**src/rtl/signal_lamp_sequencer.sv**
```systemverilog
// Three-road signal lamp sequencer: RED/GREEN/YELLOW per road, fixed priority MR1>MR2>MR3, shared all-red clearance.
// Optional conflict monitor (flashing-yellow fault mode) compiled in with macro CONFLICT_MON_EN.
module signal_lamp_sequencer #(
  parameter int YELLOW_TICKS  = 3,
  parameter int ALL_RED_TICKS = 1
) (
  input  logic clk,
  input  logic reset,
  input  logic tick,
  input  logic green_req_MR1,
  input  logic green_req_MR2,
  input  logic green_req_MR3,
  output logic red_MR1,
  output logic yellow_MR1,
  output logic green_MR1,
  output logic red_MR2,
  output logic yellow_MR2,
  output logic green_MR2,
  output logic red_MR3,
  output logic yellow_MR3,
  output logic green_MR3,
  output logic fault
);

  typedef enum logic [1:0] {
    ST_RED    = 2'd0,
    ST_GREEN  = 2'd1,
    ST_YELLOW = 2'd2
  } road_e;

  localparam logic [3:0] YEL_LAST = 4'(YELLOW_TICKS - 1);
  localparam logic [3:0] AR_LOAD  = 4'(ALL_RED_TICKS);

  road_e      state_q [3];
  road_e      state_d [3];
  logic [3:0] ycnt_q  [3];
  logic [3:0] ycnt_d  [3];
  logic [3:0] ar_cnt_q, ar_cnt_d;

  logic [2:0] req;
  logic [2:0] elig;
  logic [2:0] grant;
  logic [2:0] is_green;
  logic [2:0] is_yellow;
  logic [2:0] is_red;
  logic       all_red;
  logic       y2r;

  assign req = {green_req_MR3, green_req_MR2, green_req_MR1};

  always_comb begin
    for (int i = 0; i < 3; i++) begin
      is_red[i]    = (state_q[i] == ST_RED);
      is_green[i]  = (state_q[i] == ST_GREEN);
      is_yellow[i] = (state_q[i] == ST_YELLOW);
    end
  end

  assign all_red = &is_red;
  assign elig    = req & {3{all_red && (ar_cnt_q == 4'd0)}};
  assign grant   = {elig[2] & ~elig[1] & ~elig[0], elig[1] & ~elig[0], elig[0]};

`ifdef CONFLICT_MON_EN
  logic fault_q, fault_d;
  logic flash_q, flash_d;
  logic conflict;

  assign conflict = (req[0] & req[1]) | (req[0] & req[2]) | (req[1] & req[2]) |
                    (is_green[0] & is_green[1]) | (is_green[0] & is_green[2]) |
                    (is_green[1] & is_green[2]);
  assign fault_d  = fault_q | conflict;
  // Flash phase starts at 0 on fault entry and toggles per tick thereafter.
  assign flash_d  = fault_q ? (flash_q ^ tick) : 1'b0;
`endif

  always_comb begin
    y2r      = 1'b0;
    ar_cnt_d = ar_cnt_q;
    for (int i = 0; i < 3; i++) begin
      state_d[i] = state_q[i];
      ycnt_d[i]  = ycnt_q[i];
      case (state_q[i])
        ST_RED: begin
          if (grant[i]) state_d[i] = ST_GREEN;
        end
        ST_GREEN: begin
          if (!req[i]) begin
            state_d[i] = ST_YELLOW;
            ycnt_d[i]  = 4'd0;
          end
        end
        ST_YELLOW: begin
          if (tick) begin
            if (ycnt_q[i] == YEL_LAST) begin
              state_d[i] = ST_RED;
              ycnt_d[i]  = 4'd0;
              y2r        = 1'b1;
            end else begin
              ycnt_d[i] = ycnt_q[i] + 4'd1;
            end
          end
        end
        default: begin
          state_d[i] = ST_RED;
          ycnt_d[i]  = 4'd0;
        end
      endcase
    end

    if (y2r) ar_cnt_d = AR_LOAD;
    else if (tick && (ar_cnt_q != 4'd0)) ar_cnt_d = ar_cnt_q - 4'd1;

`ifdef CONFLICT_MON_EN
    if (fault_d) begin
      for (int i = 0; i < 3; i++) begin
        state_d[i] = ST_RED;
        ycnt_d[i]  = 4'd0;
      end
    end
`endif
  end

  always_ff @(posedge clk) begin
    if (reset) begin
      for (int i = 0; i < 3; i++) begin
        state_q[i] <= ST_RED;
        ycnt_q[i]  <= 4'd0;
      end
      ar_cnt_q <= AR_LOAD;
`ifdef CONFLICT_MON_EN
      fault_q  <= 1'b0;
      flash_q  <= 1'b0;
`endif
    end else begin
      for (int i = 0; i < 3; i++) begin
        state_q[i] <= state_d[i];
        ycnt_q[i]  <= ycnt_d[i];
      end
      ar_cnt_q <= ar_cnt_d;
`ifdef CONFLICT_MON_EN
      fault_q  <= fault_d;
      flash_q  <= flash_d;
`endif
    end
  end

  logic [2:0] lamp_r, lamp_y, lamp_g;

`ifdef CONFLICT_MON_EN
  always_comb begin
    lamp_r = is_red;
    lamp_y = is_yellow;
    lamp_g = is_green;
    if (fault_q) begin
      lamp_r = 3'b000;
      lamp_y = {3{flash_q}};
      lamp_g = 3'b000;
    end
  end
  assign fault = fault_q;
`else
  assign lamp_r = is_red;
  assign lamp_y = is_yellow;
  assign lamp_g = is_green;
  assign fault  = 1'b0;
`endif

  assign {red_MR3, red_MR2, red_MR1}          = lamp_r;
  assign {yellow_MR3, yellow_MR2, yellow_MR1} = lamp_y;
  assign {green_MR3, green_MR2, green_MR1}    = lamp_g;

endmodule

```
**config.mk**
```make
export PLATFORM = sky130hd
export DESIGN_NAME = signal_lamp_sequencer
export DESIGN_NICKNAME = d
export VERILOG_FILES = /design/src/rtl/signal_lamp_sequencer.sv
export SDC_FILE = /design/constraint.sdc
export NUM_CORES = 1
export LEC_CHECK = 0
export CAP_MARGIN = 20
export CORE_MARGIN = 3
export CORE_UTILIZATION = 50
export DETAILED_ROUTE_END_ITERATION = 10
export GPL_ROUTABILITY_DRIVEN = 0
export PLACE_DENSITY = 0.83
export REMOVE_ABC_BUFFERS = 1
export SETUP_SLACK_MARGIN = 0.2
export SLEW_MARGIN = 20
export SYNTH_ARGS = -nofsm -noshare
export SYNTH_HDL_FRONTEND = slang
export SYNTH_SLANG_ARGS = --single-unit
```
**constraint.sdc**
```tcl
create_clock -name clk -period 3.8 [get_ports clk]
set_input_delay 0.76 -clock clk [delete_from_list [all_inputs] [get_ports clk]]
set_output_delay 0.76 -clock clk [all_outputs]
set_load 0.02 [all_outputs]
```
==> run_results.csv, run 1 <==
group,metric,value,unit
setup_path,worstSetupPathType,"flop to output port",
setup_path,r2r-start,"ycnt_q[0][4]",
pwr,p_leak,0.000531,uW
synthesis,synthCells,151,
synthesis,ys_warn_count,0,
synthesis,synth.largest_area_cell,"dfxtp_1",
layout,fin_nets,177,
setup_path,r2r_cells,6,
synthesis,synth_cell_types,40,
setup_path,r2r-end,"ar_cnt_q[0]",
setup_path,slowest_delay,650,ps
global_routing,grt_max_degree,24,
clock_tree,clkTransAtPathRegs,130,ps
setup_path,worst_ep_arrival_time,1700,ps
clock_tree,cts_sinks,22,
sta,slew_headroom,63.6,%
floorplanning,rows,17,
synthesis,synthTopCellsByArea,"dfxtp_1, nor2_1, ha_1",
worst_hold_path,hold_depth,2,
worst_hold_path,worstHoldStart,"ycnt_q[0][2]",
setup_path,path_delay_family,"buffers and inverters",
synthesis,syn_area,1220,sq um
worst_hold_path,hold_path.class,"flop to flop",
clock_tree,cts_setup_buffers,0,
placement,place_ws,1180,ps
clock_tree,clk_path_buf_depth,2,
clock_tree,cts_max_level,1,
synthesis,synth_top_family_by_area,"simple AND/OR/NAND/NOR gates",
floorplanning,initial_utilization,53.8,%
clock_tree,cts-root-buf,"clkbuf_4",
clock_tree,cts_hold_buffers,0,
sta,min_period,2460,ps
detailed_routing,drc,0,
outcome,status,"finished, final reports clean",
sta,final.setup.worst_slack,1340,ps
clock_tree,cts-buffers-inserted,3,
setup_path,crit_fanout,8,
detailed_routing,drt-vias-per-instance,5.82,
synthesis,yosysSeqAreaShare,36.0,%
sta,rsz0062_at_grt,"false",
detailed_routing,wl_per_cell,13.3,um
setup_path,cp_slowest_cell,"clkdlybuf4s50_1",
floorplanning,dieHeight,55.5,um
detailed_routing,drtIter0Drc,31,
setup_path,endpoint_kind,"output port",
job,drv_cap,0,
sta,hold_violations,0,
global_routing,antenna_found_initial,0,
pwr,total_power,461,uW
detailed_routing,firstDrtPassIters,4,
setup_path,worstSetupStartpointType,"flop",
layout,antenna_cells,0,
synthesis,synth-simple-area-share,34.0,%
floorplanning,ios,16,
clock_tree,cts_resized,0,
sta,whs,498,ps
clock_tree,cts_tree,"yes",
sta,timing.fmax,0.407,GHz
sta,skew,4.06,ps
detailed_routing,vias,1118,
sta,period_share,64.7,%
synthesis,synthMuxAreaShare,0,%
setup_path,reg2reg_slack,1990,ps
setup_path,worstPathCellList,"nor2b_1 > clkdlybuf4s50_1",
placement,port_buffers,14,
setup_path,required,3040,ps
detailed_routing,routed_wl,2550,um
synthesis,synth-xor-area-share,1.43,%
floorplanning,die-area,3080,sq um
floorplanning,core-area,2280,sq um
sta,setup_viol,0,
global_routing,grt.overflow.total,0,
layout,fin_area,1420,sq um
layout,areaGrowthSynthToFinish,15.6,%
setup_path,critPathBufInv,1,
floorplanning,die_x,55.5,um
clock_tree,clkLatencyLatePin,310,ps
worst_hold_path,hold_end,"ycnt_q[0][2]",
sta,timing.setup.tns,0,ps
pwr,ir_drop,0.000178,V
synthesis,yosys_register_bits,22,
synthesis,synth_compound_area_share,17.7,%
global_routing,grt_pass1_wl,4520,um
global_routing,grt_pass1_vias,1062,
pwr,powerDensity,326,nW/um^2
placement,dpl_cell_area,1380,sq um
global_routing,track_usage,17.7,%
layout,drive_gt1_share,6.71,%
sta,tightest_slew,545,ps
synthesis,synth.top_cell.area_share,36.0,%
detailed_routing,ant_nets,0,
sta,finalMaxSlewViolations,0,
placement,dp_hpwl,1890,um
synthesis,avgSynthCellArea,8.10,sq um
synthesis,synthAdderAreaFrac,6.13,%
## kinds of logic (layout without fill, tap and decap cells)
logic type,Yosys count,count (layout)
buf+inv,13,26
fa+ha+maj,6,6
flops,22,22
other cells,1,1
xor+xnor,2,2
compound gates,34,34
simple gates,73,73
## metrics by stage
step	utilization (%)	instances
floorplan	-	145
global placement	60.6	188
detailed placement	60.6	188
CTS	62.2	192
global route	62.2	192
finish	62.2	192
## worst max-delay path by stage
stage / from / to / slack (ps) / depth (start not counted)
finish: state_q[0][5] / yellow_MR3 / 1340 / 2
global route: state_q[0][5] / yellow_MR3 / 1250 / 2
CTS: state_q[0][5] / yellow_MR3 / 1340 / 2
detailed placement: tick / ar_cnt_q[3] / 1180 / 5
global placement: tick / ar_cnt_q[0] / 1270 / 5
floorplan: green_req_MR2 / ycnt_q[0][5] / 2080 / 4
## layout by cell type (no fill, tap or decap), drive strengths merged, types with 4 or more instances in the layout
| cell | count |
|---|---|
| dfxtp | 22 |
| nor2 | 21 |
| clkdlybuf4s50 | 14 |
| a21oi | 13 |
| nand2 | 7 |
| inv | 7 |
| nor3 | 6 |
| o21ai | 6 |
| ha | 6 |
| nand2b | 6 |
| nor2b | 5 |
| nor3b | 5 |
| a211oi | 5 |
| nand3 | 4 |
| nand3b | 4 |
| clkbuf | 4 |
## synthesized netlist by cell type
cell      instances
buf_4             1
or4_4             1
nand4b_1          2
a211oi_1          4
dfxtp_1          22
nor4_1            1
inv_2             1
conb_1            1
inv_1             6
a22o_1            1
and2_1            2
nand2b_4          1
o41ai_1           2
nor3_1            6
nand2b_1          4
buf_2             1
ha_1              6
nand2_1           7
o211a_1           1
or4b_2            1
nor2b_1           5
xnor2_1           2
o21ai_0           6
nand2b_2          1
nand3_1           4
nand3b_1          4
a32oi_1           1
nor2_1           21
a22oi_1           1
a21oi_1          13
a211oi_2          1
or2b_1            1
nand4_1           1
or4_1             2
and3_1            3
nor3b_1           5
clkbuf_1          4
o31ai_1           1
nor4bb_1          1
a31oi_1           3
## registers in the layout, indices dropped and copies added (netlist names)
register / cells
ycnt_q: 12
state_q: 6
ar_cnt_q: 4
## where the power goes
| part | total (uW) | internal (uW) | switching (uW) |
|---|---|---|---|
| clock network | 130 | 58.4 | 71.7 |
| logic | 80.7 | 37.3 | 43.4 |
| registers | 250 | 240 | 10.2 |
## tightest hold or removal path, cell delays in order, from the launching register on
cell	delay (ps)
dfxtp_1	350
nand2_1	60
a21oi_1	50
## layout make-up
| type | instances | area [sq um] |
|---|---|---|
| Tap cell | 28 | 35.0 |
| Multi-Input combinational cell | 116 | 729 |
| Inverter | 7 | 26.3 |
| Timing Repair Buffer | 15 | 148 |
| Fill cell | 201 | 861 |
| Clock buffer | 4 | 36.3 |
| Sequential cell | 22 | 440 |
## per-layer routing
metal	global-route usage, %	vias up	wire, um
met5	0	-	0
met1	21.6	518	1180
met4	6.25	0	29
met3	2.80	4	106
met2	31.1	31	1240
li1	-	565	-
No activity file was read; power rests on OpenSTA's default activity.
==> run 2, diff against run 1 <==
==> constraint.sdc (replaced) <==
create_clock -name clk -period 2.5 [get_ports clk]
set_input_delay 0.5 -clock clk [delete_from_list [all_inputs] [get_ports clk]]
set_output_delay 0.5 -clock clk [all_outputs]
set_load 0.02 [all_outputs]
==> run 2 against run 1 <==
  * Global-route usage is 0.63 points lower
  * Routed wire length is 0.75% lower
  * Cell count is 0.52% higher
  * Worst hold slack better by 14 ps
  * Critical path depth is 1 higher
  * Critical endpoint is now yellow_MR1
  * Sequential power is 52% higher
  * Sequential cell count stayed put
  * Sequential share of layout area is 0.22 points lower
  * Combinational power is 55% higher
  * Non-clock buffer count is 1 higher
  * Total power is 51% higher
==> run_results.csv, run 2 (synthesized netlist as in run 1, its figures left out) <==
group,metric,value,unit
clock_tree,cts_max_level,1,
detailed_routing,drt-vias-per-instance,5.70,
pwr,seqPwrFrac,54.6,%
detailed_routing,routed_wl,2530,um
layout,fillCellCount,200,
floorplanning,die-area,3080,sq um
floorplanning,ios,16,
pwr,powerDensity,488,nW/um^2
placement,dp.cells,189,
setup_path,crit_fanout,9,
pwr,ir_drop,0.000318,V
layout,final_cells,193,
floorplanning,initial_utilization,53.8,%
outcome,status,"finished, final reports clean",
worst_hold_path,hold_path.class,"flop to flop",
floorplanning,dieHeight,55.5,um
floorplanning,core-area,2280,sq um
detailed_routing,firstDrtPassIters,4,
pwr,clock_power_share,27.5,%
setup_path,required,2000,ps
placement,dpl_cell_area,1390,sq um
clock_tree,clkLatencyLatePin,300,ps
pwr,p_switching,185,uW
global_routing,grt.overflow.total,0,
layout,layout_common_cells,"dfxtp_1, nor2_1, clkdlybuf4s50_1",
layout,fin_nets,178,
layout,areaGrowthSynthToFinish,16.5,%
clock_tree,cts_sinks,22,
sta,slew_headroom,65.2,%
layout,antenna_cells,0,
clock_tree,clk_path_buf_depth,2,
clock_tree,cts_setup_buffers,0,
detailed_routing,vias,1100,
global_routing,track_usage,17.1,%
sta,period_share,86.0,%
sta,finalMaxSlewViolations,0,
layout,top_regs,"ycnt_q: 12 flops, state_q: 6 flops, ar_cnt_q: 4 flops",
pwr,share_comb_of_total_power,17.9,%
setup_path,worstSetupPathType,"flop to output port",
pwr,internal_power,510,uW
detailed_routing,drtIter0Drc,20,
job,drv_cap,0,
clock_tree,cts_tree,"yes",
setup_path,worstSetupStartpointType,"flop",
sta,timing.setup.tns,0,ps
sta,hold_violations,0,
setup_path,reg2reg_slack,690,ps
clock_tree,clkTransAtPathRegs,120,ps
layout,largest_register,"ycnt_q",
setup_path,worst_ep_arrival_time,1650,ps
global_routing,grt_max_degree,23,
pwr,swShare,26.6,%
sta,timing.fmax,0.465,GHz
sta,rsz0062_at_grt,"false",
sta,final.setup.worst_slack,350,ps
sta,skew,1.36,ps
global_routing,antenna_found_initial,0,
layout,fin_area,1430,sq um
layout,final_util,62.6,%
layout,drive_gt1_share,7.88,%
placement,place_ws,346,ps
clock_tree,cts-buffers-inserted,3,
global_routing,grt_pass1_vias,1053,
placement,dp_hpwl,1910,um
detailed_routing,wl_per_cell,13.1,um
sta,tightest_slew,520,ps
layout,final_common_cell,"dfxtp_1",
clock_tree,cts-root-buf,"clkbuf_4",
global_routing,grt_pass1_wl,4370,um
pwr,p_leak,0.000536,uW
setup_path,endpoint_kind,"output port",
detailed_routing,ant_nets,0,
sta,min_period,2150,ps
floorplanning,rows,17,
detailed_routing,drc,0,
layout,largest_reg_flops,12,
floorplanning,die_x,55.5,um
placement,port_buffers,14,
sta,setup_viol,0,
run 2: repair_timing:
action	in CTS	in global routing
setup endpoints to repair	0	1
gates resized for setup	0	1
hold buffers	0	0
run 2: worst paths after layout:
path,start,endpoint,cells after the start
setup / recovery,state_q[0][1],yellow_MR1,3
hold / removal,ycnt_q[0][1],ycnt_q[0][1],2
setup reg to reg,ycnt_q[0][4],ar_cnt_q[0],6
hold reg to reg,ycnt_q[0][1],ycnt_q[0][1],2
run 2: per-layer routing:
layer / wire [um] / GRT usage (%) / up-vias
met1: 1180 / 20.1 / 513
li1: - / - / 564
met4: 22 / 6.25 / 0
met5: 0 / 0 / -
met2: 1240 / 30.7 / 19
met3: 84 / 2.80 / 4
run 2: power groups by stage:
stage	clock [uW]	sequential (uW)	combinational, uW
after CTS	197	379	125
final	191	379	125
after global placement	0	386	120
after global routing	212	381	140
after floorplan	0	383	78.8
after detailed placement	0	387	124
run 2: cell type report:
class	instances	area, sq um	share of cell area (%)
sequential	22	440	30.9
tap	28	35.0	2.46
clock buffer	4	36.3	2.55
timing repair buffer	16	155	10.9
multi-input combinational	116	732	51.4
inverter	7	26.3	1.84
run 2: critical path: stages, from the launching register on:
cell and delay, ps:
dfxtp_1 500, nand2b_1 140, inv_1 100, clkdlybuf4s50_1 610
run 2: through the flow:
step,power (uW),hold slack (ps)
3_3_place_gp,506,474
3_5_place_dp,511,496
6_report,695,512
5_1_grt,733,539
4_1_cts,701,514
2_1_floorplan,462,447
